<file path="src/rtl/heichips25_seq_pkg.sv">
// Shared types and constants for the project sequencer: state encoding,
// default timing and the sizing of the shared HOLD/DRAIN counter.
package heichips25_seq_pkg;

  typedef enum logic [1:0] {
    HOLD  = 2'd0,
    RUN   = 2'd1,
    DRAIN = 2'd2
  } seq_state_t;

  localparam int DEF_DRAIN_CYCLES = 2;
  localparam int DEF_RST_HOLD     = 4;

  // The counter only ever holds values up to max-1, so $clog2(max) bits suffice.
  function automatic int cnt_width(input int drain_cycles, input int rst_hold);
    int m;
    int w;
    m = (drain_cycles > rst_hold) ? drain_cycles : rst_hold;
    w = $clog2(m);
    return (w < 1) ? 1 : w;
  endfunction

endpackage

</file>
<file path="src/rtl/heichips25_hold_counter.sv">
// Loadable down-counter with a zero flag; one instance times both the
// drain window and the reset hold.
module heichips25_hold_counter #(
  parameter int W       = 2,
  parameter int RST_VAL = 0
) (
  input  logic         clk,
  input  logic         rst_n,
  input  logic         load,
  input  logic [W-1:0] load_val,
  input  logic         dec,
  output logic [W-1:0] cnt,
  output logic         zero
);

  always_ff @(posedge clk or negedge rst_n) begin
    if (!rst_n) begin
      cnt <= W'(RST_VAL);
    end else if (load) begin
      cnt <= load_val;
    end else if (dec) begin
      cnt <= cnt - W'(1);
    end
  end

  assign zero = (cnt == '0);

endmodule

</file>
<file path="src/rtl/heichips25_project_sequencer.sv">
// Project-switch sequencer: retires the active project, gates outputs,
// swaps the select and releases the new project after a reset hold.
//
// state | meaning
// HOLD  | select settled, all projects in reset, outputs gated
// RUN   | active project out of reset, outputs enabled, requests accepted
// DRAIN | old project in reset, outputs gated, select not yet swapped
module heichips25_project_sequencer
  import heichips25_seq_pkg::*;
#(
  parameter int N_PROJ       = 2,
  parameter int SEL_W        = $clog2(N_PROJ),
  parameter int DRAIN_CYCLES = DEF_DRAIN_CYCLES,
  parameter int RST_HOLD     = DEF_RST_HOLD
) (
  input  logic              clk,
  input  logic              rst_n,
  input  logic              req_valid,
  input  logic [SEL_W-1:0]  req_sel,
  output logic              req_ready,
  output logic [SEL_W-1:0]  active_sel,
  output logic [N_PROJ-1:0] proj_rst_n,
  output logic              out_en,
  output logic              busy,
  output logic              err
);

  localparam int               CNT_W     = cnt_width(DRAIN_CYCLES, RST_HOLD);
  localparam logic [SEL_W:0]   N_PROJ_V  = (SEL_W + 1)'(N_PROJ);
  localparam logic [CNT_W-1:0] DRAIN_LD  = CNT_W'(DRAIN_CYCLES - 1);
  localparam logic [CNT_W-1:0] HOLD_LD   = CNT_W'(RST_HOLD - 1);

  seq_state_t        state_q, state_d;
  logic [SEL_W-1:0]  pend_q, pend_d;
  logic [SEL_W-1:0]  sel_d;
  logic [N_PROJ-1:0] rst_d;
  logic              run_d;
  logic              err_d;
  logic              in_range;
  logic              cnt_load;
  logic              cnt_dec;
  logic [CNT_W-1:0]  cnt_load_val;
  logic [CNT_W-1:0]  cnt;
  logic              cnt_zero;

  heichips25_hold_counter #(
    .W       (CNT_W),
    .RST_VAL (RST_HOLD - 1)
  ) u_hold_counter (
    .clk      (clk),
    .rst_n    (rst_n),
    .load     (cnt_load),
    .load_val (cnt_load_val),
    .dec      (cnt_dec),
    .cnt      (cnt),
    .zero     (cnt_zero)
  );

  assign in_range = ({1'b0, req_sel} < N_PROJ_V);

  always_comb begin
    state_d      = state_q;
    pend_d       = pend_q;
    sel_d        = active_sel;
    err_d        = 1'b0;
    cnt_load     = 1'b0;
    cnt_load_val = '0;
    cnt_dec      = 1'b0;
    case (state_q)
      HOLD: begin
        if (cnt_zero) state_d = RUN;
        else          cnt_dec = 1'b1;
      end
      RUN: begin
        if (req_valid) begin
          if (in_range) begin
            pend_d       = req_sel;
            state_d      = DRAIN;
            cnt_load     = 1'b1;
            cnt_load_val = DRAIN_LD;
          end else begin
            err_d = 1'b1;
          end
        end
      end
      DRAIN: begin
        if (cnt_zero) begin
          sel_d        = pend_q;
          state_d      = HOLD;
          cnt_load     = 1'b1;
          cnt_load_val = HOLD_LD;
        end else begin
          cnt_dec = 1'b1;
        end
      end
      default: state_d = HOLD;
    endcase

    // Outputs are computed from the next state and registered, so every
    // reset bit is a plain flop output with no decode glitches.
    run_d = (state_d == RUN);
    rst_d = '0;
    for (int i = 0; i < N_PROJ; i++) begin
      rst_d[i] = run_d && (sel_d == SEL_W'(i));
    end
  end

  always_ff @(posedge clk or negedge rst_n) begin
    if (!rst_n) begin
      state_q    <= HOLD;
      pend_q     <= '0;
      active_sel <= '0;
      proj_rst_n <= '0;
      out_en     <= 1'b0;
      req_ready  <= 1'b0;
      busy       <= 1'b1;
      err        <= 1'b0;
    end else begin
      state_q    <= state_d;
      pend_q     <= pend_d;
      active_sel <= sel_d;
      proj_rst_n <= rst_d;
      out_en     <= run_d;
      req_ready  <= run_d;
      busy       <= !run_d;
      err        <= err_d;
    end
  end

endmodule

</file>
<file path="config.mk">
export PLATFORM = sky130hd
export DESIGN_NAME = heichips25_project_sequencer
export DESIGN_NICKNAME = d
export VERILOG_FILES = /design/src/rtl/heichips25_seq_pkg.sv /design/src/rtl/heichips25_hold_counter.sv /design/src/rtl/heichips25_project_sequencer.sv
export SDC_FILE = /design/constraint.sdc
export NUM_CORES = 1
export LEC_CHECK = 0
export CAP_MARGIN = 20
export CORE_MARGIN = 2
export CORE_UTILIZATION = 40
export CTS_CLUSTER_SIZE = 12
export DETAILED_ROUTE_END_ITERATION = 8
export RECOVER_POWER = 25
export SLEW_MARGIN = 20
export SYNTH_ARGS = -nofsm -noshare
export SYNTH_HDL_FRONTEND = slang
export SYNTH_SLANG_ARGS = --single-unit
</file>
<file path="constraint.sdc">
create_clock -name clk -period 1.9 [get_ports clk]
set_clock_uncertainty 0.1 [all_clocks]
set_input_delay 0.38 -clock clk [delete_from_list [all_inputs] [get_ports clk]]
set_output_delay 0.38 -clock clk [all_outputs]
set_load 0.03 [all_outputs]
</file>
[Word level (Yosys, flattened, before mapping)]
Index checks and enable logic that the tools add are counted.
Cells by class
  add/subtract/negate cells: 1
  equal/unequal tests: 3
  reductions and logical operators: 8
  muxes and demuxes: 16
  bitwise gates (word level): 1
Operators with widths (number)
  $mux W2: 6
  $mux W1: 7
  $pmux W2 S3: 1
  $eq A2 B1 Y1 const B: 2
  $logic_not A2 Y1: 2
  $pmux W2 S2: 1
  $eq A2 B2 Y1 const B: 1
  $logic_and A1 B1 Y1: 2
  $pmux W1 S2: 1
  $reduce_and A2 Y1: 1
  $reduce_bool A2 Y1: 1
  $reduce_or A2 Y1: 1
  $sub A2 B1 Y2 const B: 1
  $logic_not A1 Y1: 1
  $not A1 Y1: 1
Storage, ports and cells
  output and inout port bits: 7
  register bits after elaboration: 10
  logic and storage cells: 36
  input port bits: 4

[Depth between registers and ports, before layout]
  depth after elaboration: 5
  depth in mapped cells: 5
  gate-level depth less buffers: 5

[Hierarchy]
A second synthesis with hierarchy kept.
Second synthesis, totals
  cell total of the unflattened synthesis: 50
  area, all modules: 549.3 um2
Modules (own cells, without submodules)
  heichips25_project_sequencer: area an instance 430.4 um2, cells each 38, sequential area each 201.4 um2, instances 1
  heichips25_hold_counter: area an instance 118.9 um2, cells each 12, sequential area each 52.6 um2, instances 1

[Worst setup path before layout]
OpenSTA, ideal clock, no wires.
  kind: reg-to-reg
  start: register u_hold_counter.cnt[0]
  end: register busy
  library setup time: 0.082 ns
  data required time: 1.718 ns
  buffers on the path: 0
  period minus slack after synthesis: 1.671 ns
  cell stages (with the launch flop): 6
  arrival: 1.489 ns
  slack: 0.229 ns
  path through: dfstp_2 > inv_1 > ha_1 > nand2b_1 > a311o_1 > or2_1
Between the ends
  longest elaborated chain between the ends: 5
  elaborated cells on any way between the ends: 6
  those cells by class: eq/ne: 1; mux: 3; reduce/logical: 2
Ends and longest elaborated chain
  start: declaration: line heichips25_hold_counter.sv:12  | output logic [W-1:0] cnt,
  start signal: assignment: line heichips25_hold_counter.sv:18  | cnt <= W'(RST_VAL);
  start signal: assignment: line heichips25_hold_counter.sv:20  | cnt <= load_val;
  start signal: assignment: line heichips25_hold_counter.sv:22  | cnt <= cnt - W'(1);
  $logic_not A2 Y1 (*): line heichips25_hold_counter.sv:26  | assign zero = (cnt == '0);
  $mux W2 (on tied branches): line heichips25_project_sequencer.sv:87, heichips25_project_sequencer.sv:71
  $pmux W2 S3 (*): line heichips25_project_sequencer.sv:69  | case (state_q)
  $eq A2 B1 Y1 (*): line heichips25_project_sequencer.sv:101  | run_d = (state_d == RUN);
  $logic_not A1 Y1 (*): line heichips25_project_sequencer.sv:125  | busy <= !run_d;
  end signal: assignment: line heichips25_project_sequencer.sv:125
  end: declaration: line heichips25_project_sequencer.sv:24  | output logic busy,
Mark *: on every way between the ends. The rest lies on a longest branch, timed or not.
A chain may end at the register's enable or synchronous reset.

[Final worst setup path]
Ends and elaborated chain as after synthesis.

==> results.md <==
* Post-Synth Adder-Cell Area at 11.7%
* Post-synthesis xor/xnor area fraction at 0%
* Bufs on Longest Clock Path at 2
* IO Port Bufs at 9
* Total core area at approximately 0.0013 mm²
* FMAX at between 500 and 600 MHz
* Placed Area at approximately 630 µm²
* Starting density of the core at roughly 42%
* Setup Crit Path Kind: flop to flop
* Critical Path RT at between 1.5 and 2 ns
* Peak supply drop at 825 µV
* Compound-cell area share of the yosys netlist at 17.3%
* Crit path launch type: flop
* Worst path buffer plus inverter count at 1
* CTS tree: yes
* Fin crit share at between 90% and 100%
* Hold crit path type: primary input to asynchronous set/reset pin
* Die Width at between 40 and 50 µm
* Status: completed
* Cell variety after synth at 23
* Tmin final at roughly 1.8 ns
* Io pins at 11
* Die area at between 0.0015 and 0.002 mm²
* Synthesized flop and latch total at 10
* RSZ-0062 raised after global routing: no
* Cell count along the critical path at 5
* Antenna viol nets, final at 0
* Final Cell Area at ~660 µm²
* Max-cap viol count at 0
* Grt ovf at 0
* Register area share after synthesis at a little under half
* Area grow syn2layout at 24.1%
* P_leak at between 0.3 and 0.4 nW
* Total number of yosys warnings at 0
* Worst path top cell family by delay: flip-flops
* CTS sink count at 10
* GRT Overall Usage at between 10% and 20%
* Cts hold-fix bufs at 0
* CP max FO at 6
* First-pass GRT wire length at 1390 µm
* DRT Pass-1 Iters at 4
* Clock Root Buffer: clkbuf_4
* Critical path's largest stage delay at between 0.5 and 0.6 ns
* Non-filler cells, final at 71
* Worst EP arrival at 1.87 ns
* Detailed placement HPWL at between 600 and 700 µm
* Final Hold Violating Endpoints at 0
* Simple-gate share of the synthesized area at around 9%
* Most frequent cells in the layout: inv_1, dfrtp_1, clkdlybuf4s50_1, ha_1
* Worst path cell trace: inv_1 > ha_1 > nand2b_1 > a311o_1 > or2_1
* Initial antenna violation count at 0
* Pin count of the biggest net entering global routing at 11
* Total negative slack at 0 ns
* Reg2Reg Depth at 5
* Worst skew pair latency at approximately 0.26 ns
* R2r setup slk at 0.11 ns
* Vias after detailed routing at 348
* CP max-delay cell: dfstp_2
* Final WL at approximately 870 µm
* Power Dens Cells at 1810 mW/mm²
* Layout cell share with drive strength beyond 1 at between 20% and 30%
* Worst setup slack after layout at roughly 0.11 ns
* CTS H-tree lvls at 1
* Syn Area/Cell at 11.9 µm²
* Mapped cell area at approximately 530 µm²
* Largest family of logic cells by synthesized area: compound AO/OA/AOI/OAI gates
* Number of diodes at 0
* Max Slew Vio Count at 0
* Clk pin slew, worst setup/hold paths at 0.07 ns
* Crit end category: flop
* Vias per std cell at approximately 4.9
* Row count at 13
* WHS at 0.393 ns
* DRC viols at 0
* Mux cell area share after synthesis at between 6 and 7%
* Placed Cells at 67
* CTS Buf Count at 3
* Post-place setup slack at ~0.074 ns
* Post-CTS setup buffers at 0
* Wire per inst at about 12 µm
* DRT iter0 DRCs at 5
* Mapped Nets at 54
* # setup viols final at 0
* Nets@finish at 66
* Die height at around 40 µm
* Vias in the first global route at 325
* Placer Congestion at between 0.8 and 0.9
* Cell count after synthesis at between 40 and 50
sequential cells by signal, summed over array words and instances, names as in the netlist:
register,flops
out_en,1
state_q,2
pend_q,1
proj_rst_n,2
busy,1
u_hold_counter.cnt,2
active_sel,1
cell usage after synthesis:
library cell | count | area [µm²]
dfstp_2 | 3 | 78.8
a21oi_1 | 1 | 5.00
ha_1 | 5 | 62.6
nor2_1 | 1 | 3.75
nand2b_1 | 2 | 12.5
conb_1 | 1 | 3.75
dfrtp_1 | 7 | 175
a32o_1 | 1 | 10.0
a221oi_4 | 1 | 26.3
a311o_1 | 1 | 10.0
nand3_1 | 1 | 5.00
buf_4 | 2 | 15.0
nor3b_1 | 1 | 7.51
or2_1 | 1 | 6.26
nor3_1 | 1 | 5.00
o21ai_0 | 1 | 5.00
a22o_2 | 1 | 10.0
mux2_2 | 2 | 22.5
mux2i_1 | 1 | 10.0
nand2_1 | 2 | 7.51
inv_1 | 7 | 26.3
o21bai_4 | 1 | 18.8
a22oi_1 | 1 | 7.51
worst reg2reg max path, delay by kind of cell (launching register included):
kind | cells | cell delay, ns
simple gates | 2 | 0.40
buf+inv | 1 | 0.04
fa+ha+maj | 1 | 0.26
compound gates | 1 | 0.38
flops | 1 | 0.54
cell families after synthesis:
group,Yosys count
buffers and inverters,9
AO/OA/AOI/OAI,8
multiplexers,3
AND/OR/NAND/NOR,9
adder cells (fa/ha/maj),5
flip-flops,10
other,1
through the flow:
stage          utilization (%)  power [mW]
3_3_place_gp              49.5        1.00
6_report                  52.3        1.20
5_1_grt                   52.3        1.29
4_1_cts                   52.3        1.21
3_5_place_dp              49.5        1.02
2_1_floorplan                -       0.853
power by group:
group | internal [mW] | total [mW] | switching (mW)
combinational | 0.288 | 0.642 | 0.354
sequential | 0.327 | 0.368 | 0.0415
clock | 0.116 | 0.190 | 0.0742
per-layer routing:
layer	vias to the layer above	wire, µm	track usage (%)
li1	171	-	-
met1	170	374	16.0
met2	7	452	21.4
met3	0	45	5.00
met4	0	0	2.50
met5	-	0	0
cell type report:
| class | instances | area, µm² |
|---|---|---|
| Sequential cell | 10 | 254 |
| Timing Repair Buffer | 9 | 88.8 |
| Clock buffer | 4 | 36.3 |
| Tap cell | 15 | 18.8 |
| Inverter | 7 | 26.3 |
| Fill cell | 118 | 606 |
| Multi-Input combinational cell | 26 | 239 |
timing repair:
| item | in CTS | in global routing |
|---|---|---|
| setup endpoints to repair | 1 | 1 |
| pin swaps | 0 | 1 |
| gates resized for setup | 1 | 0 |
path summary, 6_finish.rpt:
check | end | start
hold reg to reg | pend_q | pend_q
max in group asynchronous | busy | rst_n
min in group clk | pend_q | pend_q
setup / recovery | busy | u_hold_counter.cnt[0]
hold / removal | state_q[1] | rst_n
setup reg to reg | busy | u_hold_counter.cnt[0]
No activity file was read; power rests on OpenSTA's default activity.
